--- config.mk ---
export PLATFORM = sky130hd
export DESIGN_NAME = sdram_request_arbiter
export DESIGN_NICKNAME = d
export VERILOG_FILES = /design/src/rtl/sdram_request_arbiter.sv
export SDC_FILE = /design/constraint.sdc
export NUM_CORES = 1
export LEC_CHECK = 0
export BUFFER_PORTS_ARGS = -buffer_cell sky130_fd_sc_hd__clkbuf_2
export CAP_MARGIN = 20
export CORE_MARGIN = 4
export CORE_UTILIZATION = 51
export DETAILED_ROUTE_END_ITERATION = 12
export PLACE_DENSITY = 0.94
export SKIP_LAST_GASP = 1
export SLEW_MARGIN = 5
export SYNTH_ARGS = -nofsm -noshare
export SYNTH_HDL_FRONTEND = slang
export SYNTH_SLANG_ARGS = --single-unit
--- constraint.sdc ---
create_clock -name dram_clk -period 6.2 [get_ports dram_clk]
set_input_delay 0.62 -clock dram_clk [delete_from_list [all_inputs] [get_ports dram_clk]]
set_output_delay 0.62 -clock dram_clk [all_outputs]
set_load 0.02 [all_outputs]
--- src/rtl/sdram_request_arbiter.sv ---
// SDRAM request arbiter: serialises write-client, read-client and auto-refresh
// requests onto the single controller command channel and returns read data.
module sdram_request_arbiter #(
  parameter int unsigned REFRESH_INTERVAL = 1296,
  parameter int unsigned MAX_REFRESH_DEBT = 8,
  parameter int unsigned ADDR_WIDTH       = 22
) (
  input  logic                  dram_clk,
  input  logic                  reset_n,
  input  logic                  ctl_init_done,
  input  logic                  wr_valid,
  output logic                  wr_ready,
  input  logic [ADDR_WIDTH-1:0] wr_addr,
  input  logic [15:0]           wr_data,
  input  logic [1:0]            wr_mask,
  input  logic                  rd_valid,
  output logic                  rd_ready,
  input  logic [ADDR_WIDTH-1:0] rd_addr,
  output logic                  rd_data_valid,
  output logic [15:0]           rd_data,
  output logic                  ctl_valid,
  input  logic                  ctl_ready,
  output logic [1:0]            ctl_cmd,
  output logic [ADDR_WIDTH-1:0] ctl_addr,
  output logic [15:0]           ctl_data,
  output logic [1:0]            ctl_mask,
  input  logic                  ctl_rdata_valid,
  input  logic [15:0]           ctl_rdata,
  output logic [3:0]            refresh_debt
);

  localparam int unsigned TimerW = (REFRESH_INTERVAL > 1) ? $clog2(REFRESH_INTERVAL) : 1;
  localparam logic [TimerW-1:0] TimerTerm = TimerW'(REFRESH_INTERVAL - 1);
  localparam logic [3:0] MaxDebt = 4'(MAX_REFRESH_DEBT);

  localparam logic [1:0] CmdWrite   = 2'b00;
  localparam logic [1:0] CmdRead    = 2'b01;
  localparam logic [1:0] CmdRefresh = 2'b10;

  localparam logic [0:0] StIdle = 1'b0;
  localparam logic [0:0] StHold = 1'b1;

  logic [0:0]            state_q;
  logic [TimerW-1:0]     timer_q, timer_d;
  logic [3:0]            debt_q, debt_d;
  logic                  rd_out_q;
  logic                  last_grant_q;  // 0: write, 1: read
  logic                  run_q;         // low only while reset is held or just released
  logic                  ctl_valid_q;
  logic [1:0]            ctl_cmd_q;
  logic [ADDR_WIDTH-1:0] ctl_addr_q;
  logic [15:0]           ctl_data_q;
  logic [1:0]            ctl_mask_q;
  logic                  rd_data_valid_q;
  logic [15:0]           rd_data_q;

  logic tick;
  logic ref_accept;
  logic rd_eligible;
  logic grant_ref, grant_rd, grant_wr;

  assign tick       = ctl_init_done && (timer_q == TimerTerm);
  assign ref_accept = (state_q == StHold) && ctl_ready && (ctl_cmd_q == CmdRefresh);

  // Refresh timer and refresh-debt next state.
  always_comb begin
    timer_d = timer_q;
    debt_d  = debt_q;
    if (!ctl_init_done) begin
      timer_d = '0;
    end else if (timer_q == TimerTerm) begin
      timer_d = '0;
    end else begin
      timer_d = timer_q + 1'b1;
    end
    // A tick and a refresh acceptance in the same cycle cancel out.
    if (tick && !ref_accept) begin
      if (debt_q != MaxDebt) begin
        debt_d = debt_q + 4'd1;
      end
    end else if (ref_accept && !tick) begin
      debt_d = debt_q - 4'd1;
    end
  end

  // Grant selection in IDLE: refresh first, then read/write round-robin.
  always_comb begin
    grant_ref   = 1'b0;
    grant_rd    = 1'b0;
    grant_wr    = 1'b0;
    rd_eligible = rd_valid && !rd_out_q;
    if (run_q && (state_q == StIdle) && ctl_init_done) begin
      if (debt_q != 4'd0) begin
        grant_ref = 1'b1;
      end else if (rd_eligible && wr_valid) begin
        if (last_grant_q) begin
          grant_wr = 1'b1;
        end else begin
          grant_rd = 1'b1;
        end
      end else if (rd_eligible) begin
        grant_rd = 1'b1;
      end else if (wr_valid) begin
        grant_wr = 1'b1;
      end
    end
  end

  assign wr_ready = grant_wr;
  assign rd_ready = grant_rd;

  // Timer, debt and read-outstanding state.
  always_ff @(posedge dram_clk or negedge reset_n) begin
    if (!reset_n) begin
      timer_q  <= '0;
      debt_q   <= '0;
      rd_out_q <= 1'b0;
      run_q    <= 1'b0;
    end else begin
      timer_q <= timer_d;
      debt_q  <= debt_d;
      run_q   <= 1'b1;
      if ((state_q == StHold) && ctl_ready && (ctl_cmd_q == CmdRead)) begin
        rd_out_q <= 1'b1;
      end else if (ctl_rdata_valid && rd_out_q) begin
        rd_out_q <= 1'b0;
      end
    end
  end

  // Command FSM: load the command register on a grant, hold it until taken.
  always_ff @(posedge dram_clk or negedge reset_n) begin
    if (!reset_n) begin
      state_q      <= StIdle;
      last_grant_q <= 1'b0;
      ctl_valid_q  <= 1'b0;
      ctl_cmd_q    <= CmdWrite;
      ctl_addr_q   <= '0;
      ctl_data_q   <= '0;
      ctl_mask_q   <= '0;
    end else begin
      unique case (state_q)
        StIdle: begin
          if (grant_ref || grant_rd || grant_wr) begin
            state_q     <= StHold;
            ctl_valid_q <= 1'b1;
            if (grant_ref) begin
              ctl_cmd_q  <= CmdRefresh;
              ctl_addr_q <= '0;
              ctl_data_q <= '0;
              ctl_mask_q <= '0;
            end else if (grant_rd) begin
              ctl_cmd_q  <= CmdRead;
              ctl_addr_q <= rd_addr;
              ctl_data_q <= '0;
              ctl_mask_q <= '0;
            end else begin
              ctl_cmd_q  <= CmdWrite;
              ctl_addr_q <= wr_addr;
              ctl_data_q <= wr_data;
              ctl_mask_q <= wr_mask;
            end
          end
        end
        StHold: begin
          if (ctl_ready) begin
            state_q     <= StIdle;
            ctl_valid_q <= 1'b0;
            if (ctl_cmd_q != CmdRefresh) begin
              last_grant_q <= (ctl_cmd_q == CmdRead);
            end
          end
        end
        default: state_q <= StIdle;
      endcase
    end
  end

  // Registered read-data return; strobes with no read outstanding are dropped.
  always_ff @(posedge dram_clk or negedge reset_n) begin
    if (!reset_n) begin
      rd_data_valid_q <= 1'b0;
      rd_data_q       <= '0;
    end else begin
      rd_data_valid_q <= ctl_rdata_valid && rd_out_q;
      if (ctl_rdata_valid && rd_out_q) begin
        rd_data_q <= ctl_rdata;
      end
    end
  end

  assign ctl_valid     = ctl_valid_q;
  assign ctl_cmd       = ctl_cmd_q;
  assign ctl_addr      = ctl_addr_q;
  assign ctl_data      = ctl_data_q;
  assign ctl_mask      = ctl_mask_q;
  assign rd_data_valid = rd_data_valid_q;
  assign rd_data       = rd_data_q;
  assign refresh_debt  = debt_q;

endmodule

==> impl_metrics.yaml <==
setup_path:
  critical_path_class: "flop to output pin"
  start_kind: "flop"
  cp_top_family: "simple AND/OR/NAND/NOR gates"
  required_ns: 5.58
  cp_num_buf_inv: 1
  slowest_delay_ns: 0.49
  cp.arrival_ns: 1.98
  path_cells: "nor4_4 > nand2b_4 > nor2_4 > clkbuf_2"
  r2r_start: "timer_q[0]"
  critPathCaptureType: "output pin"
  crit_fanout: 19
  critPathSlowestCell: "dfrtp_1"
  worstSetupStartpoint: "refresh_debt[0]"
worst_hold_path:
  timing.hold.worst.class: "input port to async pin"
global_routing:
  grt_pass1_vias: 2947
  overflow: 0
  grt_pass1_wl_mm: 13.75
  grt_max_degree: 80
  antenna_found_initial: 0
  track_usage_pct: 20.44
logic_synthesis:
  postSynthCellCount: 284
  synthesis.nets: 373
  ys_types: 46
  synth_area_um2: 3528
  yosys_register_bits: 79
  async_flop_share_pct: 100.0
  synth.avg_cell_area_um2: 12.42
  yosys_warnings: 0
  synth-edff-count: 0
  synth-main-ff-cell: "dfrtp_1"
  ys_seq_area_share_pct: 56.03
placement:
  detailedPlace.worstSlack_ns: 3.719
  io_buffers: 150
  place_congestion: 0.8072
  hpwlAfterDp_mm: 6.076
power_and_ir_drop:
  p_comb_share_pct: 31.3
  vdd.ir_drop.worst_mv: 0.1581
  p_leak_nw: 2.430
  p_clk_share_pct: 23.7
  seq_power_share_pct: 45.0
  p_int_mw: 1.028
  powerDensity_nw_per_um2: 348.6
  sw_frac_of_total_pct: 34.48
  p_switching_mw: 0.5412
  total_power_mw: 1.569
cts:
  cts_buffers: 9
  ctsHoldBuffers: 0
  htreeDepth: 3
  cts_tree: "built"
  cts_resized: 0
  cts.reportedPaths.clkPinSlew_ns: 0.08
  root_buffer: "clkbuf_8"
  worstSkewPairLatency_ns: 0.33
  post_cts_buffers: 0
  clock_path_buffers: 2
  clkSinkCount: 79
die:
  die_h_um: 91.18
  coreArea_um2: 6756
  die_w_um: 91.18
  initial_core_util_pct: 52.22
  die-area_um2: 8313
  rows: 30
  num_io_pins: 151
sta:
  finalMaxSlewViolations: 0
  grt_setup_unrepaired: "no"
  finalSetupViolCount: 0
  fmax_ghz: 0.3844
  fin_worst_skew_ns: 0.01041
  tns_ns: 0
  final_hold_viol_count: 0
  tightest_slew_ns: 0.9738
  fin_ws_ns: 3.599
  period_needed_ns: 2.601
  fin_crit_sh_pct: 41.96
  slew_headroom_pct: 35.08
drt:
  wl_per_cell_um: 15.40
  vias_per_cell: 5.264
  routed_wl_mm: 7.992
  ant_nets: 0
  drtPass1Iterations: 4
  drtIter0Drc: 94
  vias: 2732
  drc: 0
cells_and_area:
  fillers: 528
  antenna_cells: 0
  drive_gt1_share_pct: 46.24
  final_nets: 523
  syn2layout_area_growth_pct: 27.59
  postLayoutCoreUtil_pct: 66.63
flow_run:
  maxCapViolations: 0
outcome:
  status: "completed"
-- layer usage --
metal | global-route usage [%] | vias to the layer above | part of all wire (%)
met5 | 0 | - | 0
met2 | 35.50 | 114 | 51
met3 | 3.065 | 8 | 6.2
met4 | 8.291 | 0 | 1.5
li1 | - | 1308 | -
met1 | 25.51 | 1302 | 41
-- cell usage in the layout (no fill, tap or decap), types with 2 or more instances in the layout --
cell type,count
clkbuf_2,149
dfrtp_1,79
nand2_1,31
mux2i_1,23
a22o_1,18
mux2_2,16
nor2_1,12
o21ai_1,11
clkbuf_8,10
o21ai_2,9
o21ai_0,8
xor2_1,6
xnor2_1,5
inv_1,5
and3_1,4
nand3_1,4
nor3_1,4
nand4_1,3
a21oi_1,3
ha_1,3
clkinvlp_4,3
nand4b_1,2
nor2b_1,2
mux2_4,2
a21o_1,2
buf_4,2
-- worst paths after layout --
kind,endpoint,slack (ns),cells after the start
min in group dram_clk,ctl_addr[12],0.48,2
setup reg to reg,refresh_debt[3],3.90,8
max in group asynchronous,timer_q[1],5.13,1
hold / removal,ctl_addr[18],0.42,1
hold reg to reg,ctl_addr[12],0.48,2
setup / recovery,wr_ready,3.60,4
-- logic make-up (layout without fill, tap and decap cells) --
kind of cell / count (synthesis) / after routing / synth area share, %
flops: 79 / 79 / 56.03
simple gates: 75 / 75 / 12.23
compound gates: 55 / 55 / 11.17
mux: 42 / 42 / 13.12
buf+inv: 17 / 172 / 2.978
xor+xnor: 11 / 11 / 2.730
fa+ha+maj: 4 / 4 / 1.631
other cells: 1 / 1 / 0.1063
-- power by group through the flow --
stage | Clock [mW] | Sequential (mW) | Combinational [mW]
floorplan | 0 | 0.854 | 0.161
global placement | 0 | 0.707 | 0.485
detailed placement | 0 | 0.716 | 0.501
CTS | 0.385 | 0.707 | 0.501
global route | 0.413 | 0.722 | 0.531
finish | 0.372 | 0.706 | 0.491
-- synthesized netlist by cell type (2+ instances only) --
library cell  instances  share of area [%]
dfrtp_1              79                 56
ha_1                  3                1.1
a21o_1                2               0.43
o21ai_2               9                2.2
nor2_1               12                1.3
nor2b_1               2               0.35
nand4_1               3               0.53
buf_4                 3               0.64
buf_2                 5               0.71
xor2_1                6                1.5
and3_1                4               0.71
mux2_2               16                5.1
nand4b_1              2               0.50
inv_1                 5               0.53
o21ai_1              11                1.6
nor3_1                4               0.57
buf_6                 3               0.96
a21oi_1               3               0.43
mux2i_1              23                6.5
a22o_1               18                4.5
xnor2_1               5                1.2
nand3_1               4               0.57
o21ai_0               8                1.1
nand2_1              31                3.3
mux2_4                2               0.85
-- layout make-up --
class | instances | area (µm²) | share of cell area, %
multi-input cells | 188 | 1446 | 32.13
well taps | 80 | 100.1 | 2.223
inverters | 5 | 18.77 | 0.4169
repair buffers | 151 | 760.7 | 16.90
clock inverters | 5 | 57.56 | 1.278
clock buffers | 11 | 141.4 | 3.141
flip-flops and latches | 79 | 1977 | 43.91
-- registers in the layout (all words and copies together), names as in the netlist --
register / flops
ctl_addr: 22
rd_data: 16
last_grant_q: 1
state_q: 1
rd_data_valid: 1
ctl_data: 16
ctl_valid: 1
ctl_cmd: 2
refresh_debt: 4
ctl_mask: 2
timer_q: 11
run_q: 1
rd_out_q: 1
-- per-stage QoR --
step / hold slack [ns] / instance area (µm²) / std cells
6_report: 0.4230 / 4502 / 519
5_1_grt: 0.4958 / 4502 / 519
4_1_cts: 0.4708 / 4502 / 519
3_5_place_dp: 0.4709 / 4303 / 503
3_3_place_gp: 0.4652 / 4303 / 503
2_1_floorplan: 0.3244 / 3528 / 284
(Power assumes the default switching activity.)
